File: src/rtl/sdr_upload_reader.sv
// rtl/sdr_upload_reader.sv - HPS upload byte reader over an SDRAM window
// One-word cache in front of SDRAM ch3; misses fetch a 16-bit word, out-of-range reads return 8'hFF.
module sdr_upload_reader #(
  parameter logic [7:0]  UPLOAD_INDEX = 8'd4,
  parameter logic [23:0] BASE_ADDR    = 24'h0,
  parameter logic [24:0] SIZE_BYTES   = 25'd1024
) (
  input  logic        clk_sys,
  input  logic        reset,
  input  logic        save_trigger,
  output logic        ioctl_upload_req,
  input  logic        ioctl_upload,
  input  logic [7:0]  ioctl_index,
  input  logic [24:0] ioctl_addr,
  input  logic        ioctl_rd,
  output logic [7:0]  ioctl_din,
  output logic        ioctl_wait,
  output logic        sdr_active,
  output logic [24:1] sdr_addr,
  output logic        sdr_req,
  input  logic        sdr_rdy,
  input  logic [15:0] sdr_dout
);

  localparam logic [1:0] ST_IDLE  = 2'd0;
  localparam logic [1:0] ST_FETCH = 2'd1;
  localparam logic [1:0] ST_DRAIN = 2'd2;

  logic [1:0]  state;
  logic        active_d;
  logic        cache_valid;
  logic [23:0] cache_tag;
  logic [15:0] cache_word;
  logic [23:0] pend_tag;
  logic        pend_byte;

  logic        active;
  logic        active_rise;
  logic        in_range;
  logic        hit;
  logic [7:0]  cache_byte;
  logic [7:0]  fetch_byte;

  assign active      = ioctl_upload && (ioctl_index == UPLOAD_INDEX);
  assign active_rise = active && !active_d;
  assign in_range    = ioctl_addr < SIZE_BYTES;
  // A new upload starting this very edge must not hit on a stale word.
  assign hit         = cache_valid && !active_rise && (cache_tag == ioctl_addr[24:1]);
  assign cache_byte  = ioctl_addr[0] ? cache_word[15:8] : cache_word[7:0];
  assign fetch_byte  = pend_byte ? sdr_dout[15:8] : sdr_dout[7:0];

  always_ff @(posedge clk_sys) begin
    if (reset) begin
      state            <= ST_IDLE;
      active_d         <= 1'b0;
      cache_valid      <= 1'b0;
      cache_tag        <= 24'h0;
      cache_word       <= 16'h0;
      pend_tag         <= 24'h0;
      pend_byte        <= 1'b0;
      ioctl_upload_req <= 1'b0;
      ioctl_din        <= 8'h00;
      ioctl_wait       <= 1'b0;
      sdr_active       <= 1'b0;
      sdr_addr         <= BASE_ADDR;
      sdr_req          <= 1'b0;
    end else begin
      active_d         <= active;
      ioctl_upload_req <= save_trigger;
      case (state)
        ST_IDLE: begin
          sdr_active <= 1'b0;
          if (ioctl_rd && active) begin
            if (!in_range) begin
              ioctl_din <= 8'hFF;
            end else if (hit) begin
              ioctl_din <= cache_byte;
            end else begin
              pend_tag   <= ioctl_addr[24:1];
              pend_byte  <= ioctl_addr[0];
              sdr_addr   <= BASE_ADDR + ioctl_addr[24:1];
              sdr_req    <= 1'b1;
              ioctl_wait <= 1'b1;
              sdr_active <= 1'b1;
              state      <= ST_FETCH;
            end
          end
        end
        ST_FETCH: begin
          if (!active) begin
            // Upload aborted: release HPS now, but the SDRAM access must still complete.
            ioctl_wait <= 1'b0;
            if (sdr_rdy) begin
              sdr_req <= 1'b0;
              state   <= ST_IDLE;
            end else begin
              state   <= ST_DRAIN;
            end
          end else if (sdr_rdy) begin
            cache_word  <= sdr_dout;
            cache_tag   <= pend_tag;
            cache_valid <= 1'b1;
            ioctl_din   <= fetch_byte;
            sdr_req     <= 1'b0;
            ioctl_wait  <= 1'b0;
            state       <= ST_IDLE;
          end
        end
        ST_DRAIN: begin
          if (sdr_rdy) begin
            sdr_req <= 1'b0;
            state   <= ST_IDLE;
          end
        end
        default: begin
          sdr_req    <= 1'b0;
          ioctl_wait <= 1'b0;
          state      <= ST_IDLE;
        end
      endcase
      if (active_rise) begin
        cache_valid <= 1'b0;
      end
    end
  end

endmodule

File: config.mk
export PLATFORM = sky130hd
export DESIGN_NAME = sdr_upload_reader
export DESIGN_NICKNAME = d
export VERILOG_FILES = /design/src/rtl/sdr_upload_reader.sv
export SDC_FILE = /design/constraint.sdc
export NUM_CORES = 1
export LEC_CHECK = 0
export CAP_MARGIN = 20
export CORE_UTILIZATION = 49
export DETAILED_ROUTE_END_ITERATION = 10
export GPL_ROUTABILITY_DRIVEN = 1
export PLACE_DENSITY_LB_ADDON = 0.12
export SLEW_MARGIN = 20
export SYNTH_ARGS = -nofsm -noshare
export SYNTH_HDL_FRONTEND = slang
export SYNTH_SLANG_ARGS = --single-unit
File: constraint.sdc
create_clock -name clk_sys -period 2.5 [get_ports clk_sys]
set_input_delay 0.5 -clock clk_sys [delete_from_list [all_inputs] [get_ports clk_sys]]
set_output_delay 0.5 -clock clk_sys [all_outputs]
set_load 0.01 [all_outputs]
==> results of run 1 <==
## layout make-up
cell class,instances,area (um^2)
Sequential cell,81,1620
Fill cell,563,2040
Inverter,5,18.8
Clock buffer,10,128
Multi-Input combinational cell,293,1850
Clock inverter,6,91.3
Timing Repair Buffer,112,1070
Tap cell,96,120
## tightest hold or removal path, stage by stage (launching register included)
cell and delay (ns):
dfxtp_1 0.32, nand2_1 0.05, a21oi_1 0.05
## path summary, 6_finish.rpt
| path | slack (ns) | to | startpoint |
|---|---|---|---|
| setup / recovery | 0.22 | pend_tag[5] | ioctl_addr[21] |
| setup reg to reg | 0.35 | ioctl_din[4] | state[1] |
| hold reg to reg | 0.46 | cache_word[10] | cache_word[10] |
| hold / removal | 0.46 | cache_word[10] | cache_word[10] |
## logic make-up after synthesis
kind of cell | count (synthesis) | share of synthesized area
AOI/OAI and AO/OA | 64 | 0.121
xor gates and xnor gates | 24 | 0.0585
adders and majority gates | 4 | 0.0139
buffers and inverters | 30 | 0.0348
DFF | 81 | 0.451
muxes | 35 | 0.0974
and+or+nand+nor | 166 | 0.223
## per-stage QoR
stage | setup slack [ns] | setup TNS (ns) | instance area (um^2) | utilization | hold WS, ns
after global placement | -0.0764 | -1.62 | 4690 | 0.675 | 0.441
after CTS | 0.227 | 0 | 4900 | 0.706 | 0.459
final | 0.220 | 0 | 4900 | 0.706 | 0.457
after detailed placement | -0.124 | -1.80 | 4690 | 0.675 | 0.448
after floorplan | 0.514 | 0 | 3600 | - | 0.436
after global routing | 0.136 | 0 | 4900 | 0.706 | 0.478
## state kept, by name (all words and copies together) (netlist names), 2 cells and up
register and cells:
pend_tag 24, ioctl_din 8, cache_tag 24, state 2, cache_word 16
## where the power goes
group | internal, W | leakage [nW] | switching (W) | total [W]
Clock | 0.000568 | 0.111 | 0.000476 | 0.00104
Combinational | 0.000115 | 0.984 | 0.0000853 | 0.000200
Sequential | 0.00129 | 0.652 | 0.000000245 | 0.00129
## routing by layer
layer  track usage  wire length, um
met3        0.0603              434
met2         0.428             4480
met4        0.0596               73
met1         0.294             3910
met5             0                0
## placed cells by master, fill, tap and decap left out, types with 2 or more instances in the layout
cell type / instances
nor2b_1: 2
inv_1: 4
nand4_1: 7
clkdlybuf4s50_1: 89
xor2_1: 3
and3_1: 4
buf_4: 21
ha_1: 4
nor3b_1: 15
a211oi_1: 2
nand2_1: 114
and4_1: 2
nor2_1: 6
nand3_1: 3
clkbuf_8: 9
xnor2_1: 21
bufinv_16: 2
clkinv_4: 2
a31oi_1: 2
nor4_2: 3
a21oi_1: 43
a221o_1: 8
nor3_1: 4
nand2b_1: 2
dfxtp_1: 81
mux2i_1: 35
==> summary.md, run 1 <==
| Metric | Value |
|---|---|
| Die W | `87.7 um` |
| Fin nets | `roughly 560` |
| First-pass GRT wire length | `around 14000 um` |
| Worst r2r path cells | `8` |
| Worst path cell trace | `clkdlybuf4s50_1 > nor4_2 > and4_1 > nand2_1 > a311oi_4 > buf_12 > mux2i_1` |
| CP Depth | `7` |
| Largest net degree at the start of global routing | `slightly below 70` |
| Synthesized area | `3600 um^2` |
| Total power | `0.00253 W` |
| Max Slew Vio Count | `0` |
| Synth area leader | `dfxtp_1` |
| # DRC | `0` |
| Share of flip-flops with an asynchronous set or reset | `0` |
| Share of layout cells above drive strength 1 | `0.0986` |
| Synthesized instance count | `just over 400` |
| Drt total wl | `~9000 um` |
| Crit path max fanout | `15` |
| Total congestion overflow | `0` |
| Row Count | `30` |
| Clock skew | `0.0133 ns` |
| Synth Warn # | `0` |
| CP max-delay cell | `clkdlybuf4s50_1` |
| Pre-antenna DRT Iters | `4` |
| Worst path max stage delay | `0.46 ns` |
| Non-Filler Instances | `roughly 600` |
| Post-synth top area share | `0.451` |
| Worst-margin pin slew | `roughly 0.7 ns` |
| Unrepaired setup endpoints after global routing | `no` |
| Post-synthesis register bit count | `about 80` |
| Post-synth cell types | `39` |
| Net Count, Synth | `between 400 and 500` |
| Avg Inst Size Synth | `8.90 um^2` |
| Drt via density | `5.24` |
| Post-CTS Resized | `0` |
| DRT antenna net count | `0` |
| Top post-synthesis cells by area | `dfxtp_1 45%, nand2_1 12%, mux2i_1 9.7%` |
| Worst skew pair latency | `roughly 0.35 ns` |
| Headroom to the max-slew limit | `0.521` |
| Cts bufs inserted | `9` |
| Worst setup EP type | `flop` |
| Number of synthesized flops with an enable pin | `0` |
| Main synth FF type | `dfxtp_1` |
| Fin crit period | `~2.3 ns` |
| Final hold violations | `0` |
| Clock sink total | `a little over 80` |
| Data arrival, critical path | `2.55 ns` |
| Via count | `between 3k and 4k` |
| Clk root buf | `clkbuf_8` |
| # IOs | `91` |
| Cts hold-fix bufs | `0` |
| Core area | `6940 um^2` |
| Max Cap Viol | `0` |
| H-tree depth | `3` |
| Max frequency | `between 400 and 500 MHz` |
| Clock Pin Slew Worst Setup and Hold Paths | `~0.08 ns` |
| Hold Path Class | `flop to flop` |
| Placer Congestion | `around 0.8` |
| Gr usage total | `0.242` |
| PD cells | `roughly 520 nW/um^2` |
| Critical path type | `input port to flop` |
| Clk buf depth | `2` |
| Req. time, crit path | `roughly 2.8 ns` |
| Buffers & Inverters on Critical Path | `2` |
| Startpoint Class | `input port` |
| Static Leakage | `~1.7 nW` |
| Postcts setup bufs | `0` |
| Peak supply drop | `~0.38 mV` |
| Starting density of the core | `0.518` |
| Setup violations, final | `0` |
| Number of global-route vias before repair | `between 3k and 4k` |
| Placed cells | `slightly below 600` |
| Final period util | `0.912` |
| CP delay by family, top | `simple AND/OR/NAND/NOR gates` |
| WL/cell | `around 15 um` |
| Detailed Place HPWL | `roughly 6400 um` |
| Chip Height | `87.7 um` |
| Sequential share of the synthesized area | `0.451` |
| Drt first-iter violations | `110` |
| Ant. Diodes | `0` |
| Syn-to-layout area delta | `36.4%` |
| IO Port Bufs | `90` |
| Synth top cells by count | `114 x nand2_1, 81 x dfxtp_1, 43 x a21oi_1` |
| Total die area | `approximately 7700 um^2` |
| Initial antenna violation count | `0` |
| Hold depth | `2` |
| Outcome | `complete, no violations` |
| CTS tree | `built` |
| Most common cell in the synthesized netlist | `nand2_1` |
Power figures use the tool's default switching activity.
==> run 2: changes to the inputs <==
--- a/config.mk
+++ b/config.mk
@@ -6,8 +6,9 @@
 export NUM_CORES = 1
 export LEC_CHECK = 0
 export CAP_MARGIN = 20
-export CORE_UTILIZATION = 49
+export CORE_UTILIZATION = 60
 export DETAILED_ROUTE_END_ITERATION = 10
+export DONT_BUFFER_PORTS = 1
 export GPL_ROUTABILITY_DRIVEN = 1
 export PLACE_DENSITY_LB_ADDON = 0.12
 export SLEW_MARGIN = 20
==> summary.md, run 2 (synthesis results as in run 1) <==
| Metric | Value |
|---|---|
| Outcome | `complete, no violations` |
| Headroom to the max-slew limit | `0.581` |
| Non-Filler Instances | `~480` |
| Clock sink total | `81` |
| Initial antenna violation count | `0` |
| Drt via density | `slightly below 6` |
| WL/cell | `16.4 um` |
| Placer Congestion | `roughly 0.80` |
| Most frequent cells in the layout | `114 x nand2_1, 81 x dfxtp_1, 43 x a21oi_1` |
| Clock Pin Slew Worst Setup and Hold Paths | `0.08 ns` |
| Row Count | `27` |
| Most common cell after layout, fill and taps aside | `nand2_1` |
| CP max-delay cell | `dfxtp_1` |
| Startpoint Class | `flop` |
| Cts bufs inserted | `9` |
| Number of global-route vias before repair | `2666` |
| Placed cells | `460` |
| Fin crit period | `approximately 2.1 ns` |
| Setup violations, final | `0` |
| Setup Slack @ Placement | `0.454 ns` |
| Postcts setup bufs | `0` |
| Share of layout cells above drive strength 1 | `0.0893` |
| Core area | `approximately 5600 um^2` |
| Worst-margin pin slew | `about 0.62 ns` |
| Drt total wl | `a little under 8000 um` |
| Worst skew pair latency | `approximately 0.34 ns` |
| Ant. Diodes | `0` |
| Drt first-iter violations | `about 120` |
| Util after Layout | `0.692` |
| Fin nets | `~460` |
| Hold Path Class | `input port to flop` |
| Filler Cell Count | `around 460` |
| CTS tree | `built` |
| PD cells | `~640 nW/um^2` |
| Starting density of the core | `0.637` |
| Max Slew Vio Count | `0` |
| Biggest regs | `cache_tag x24, pend_tag x24, cache_word x16` |
| Largest net degree at the start of global routing | `70` |
| Pre-antenna DRT Iters | `4` |
| # DRC | `0` |
| Die W | `between 70 and 80 um` |
| Setup tns final | `0 ns` |
| Final period util | `0.835` |
| Detailed Place HPWL | `around 5400 um` |
| Peak supply drop | `0.547 mV` |
| Setup ws final | `roughly 0.41 ns` |
| Gr usage total | `0.266` |
| Clk buf depth | `2` |
| Total congestion overflow | `0` |
| Clk root buf | `clkbuf_8` |
| Static Leakage | `1.36 nW` |
| Post-CTS Resized | `0` |
| Final hold violations | `0` |
| Total die area | `about 6300 um^2` |
| Cts hold-fix bufs | `0` |
| Critical path type | `flop to flop` |
| Worst setup EP type | `flop` |
| IO Port Bufs | `0` |
| # IOs | `slightly above 90` |
| Top cell by count, worst path | `inv_1` |
| H-tree depth | `3` |
| Req. time, crit path | `approximately 2.8 ns` |
| Syn-to-layout area delta | `8.56%` |
| Crit path max fanout | `9` |
| Max Cap Viol | `0` |
| Via count | `about 2.8k` |
| Worst path cell trace | `inv_1 > ha_1 > inv_1 > o2111ai_1 > nor2_1 > a41oi_2 > buf_4 > mux2i_1` |
| Max frequency | `479 MHz` |
| Clock skew | `roughly 0.008 ns` |
| First-pass GRT wire length | `about 13000 um` |
| DRT antenna net count | `0` |
| Worst path max stage delay | `between 0.3 and 0.4 ns` |
| Unrepaired setup endpoints after global routing | `no` |
| Chip Height | `79.4 um` |
| Data arrival, critical path | `2.36 ns` |
run 2: where the power goes:
part,leakage (nW),internal (W),switching [W]
registers,0.652,0.00129,0.000000944
logic,0.584,0.0000336,0.0000302
clock network,0.122,0.000685,0.000448
run 2: layout make-up:
type	count	area, um^2	area share
Clock buffer	10	138	0.0353
Tap cell	72	90.1	0.0231
Clock inverter	5	104	0.0266
Inverter	5	18.8	0.00481
Multi-Input combinational cell	293	1850	0.474
Sequential cell	81	1620	0.415
Timing Repair Buffer	9	80.1	0.0205
run 2: per-layer routing:
| metal | global-route usage | part of all wire | wire (um) | up-vias |
|---|---|---|---|---|
| met1 | 0.324 | 0.42 | 3280 | 1294 |
| met2 | 0.434 | 0.48 | 3760 | 88 |
| li1 | - | - | - | 1377 |
| met3 | 0.0766 | 0.078 | 607 | 14 |
| met4 | 0.118 | 0.018 | 141 | 0 |
| met5 | 0 | 0 | 0 | - |
run 2: worst max-delay path, delay by kind of cell, from the launching register on:
kind / cells / cell delay [ns]
fa+ha+maj: 1 / 0.36
compound gates: 2 / 0.48
mux: 1 / 0.20
buf+inv: 3 / 0.53
flops: 1 / 0.36
simple gates: 1 / 0.08
run 2: final timing paths:
check	from	end	slack (ns)	depth (start not counted)
setup / recovery	state[1]	ioctl_din[6]	0.41	8
hold / removal	reset	cache_word[15]	0.22	1
setup reg to reg	state[1]	ioctl_din[6]	0.41	8
hold reg to reg	cache_word[13]	cache_word[13]	0.45	2
run 2: through the flow:
stage	power (W)	hold slack [ns]	area, um^2
finish	0.00249	0.222	3900
global route	0.00259	0.190	3900
CTS	0.00251	0.206	3900
detailed placement	0.00139	0.443	3660
global placement	0.00138	0.436	3660
floorplan	0.00139	0.436	3600
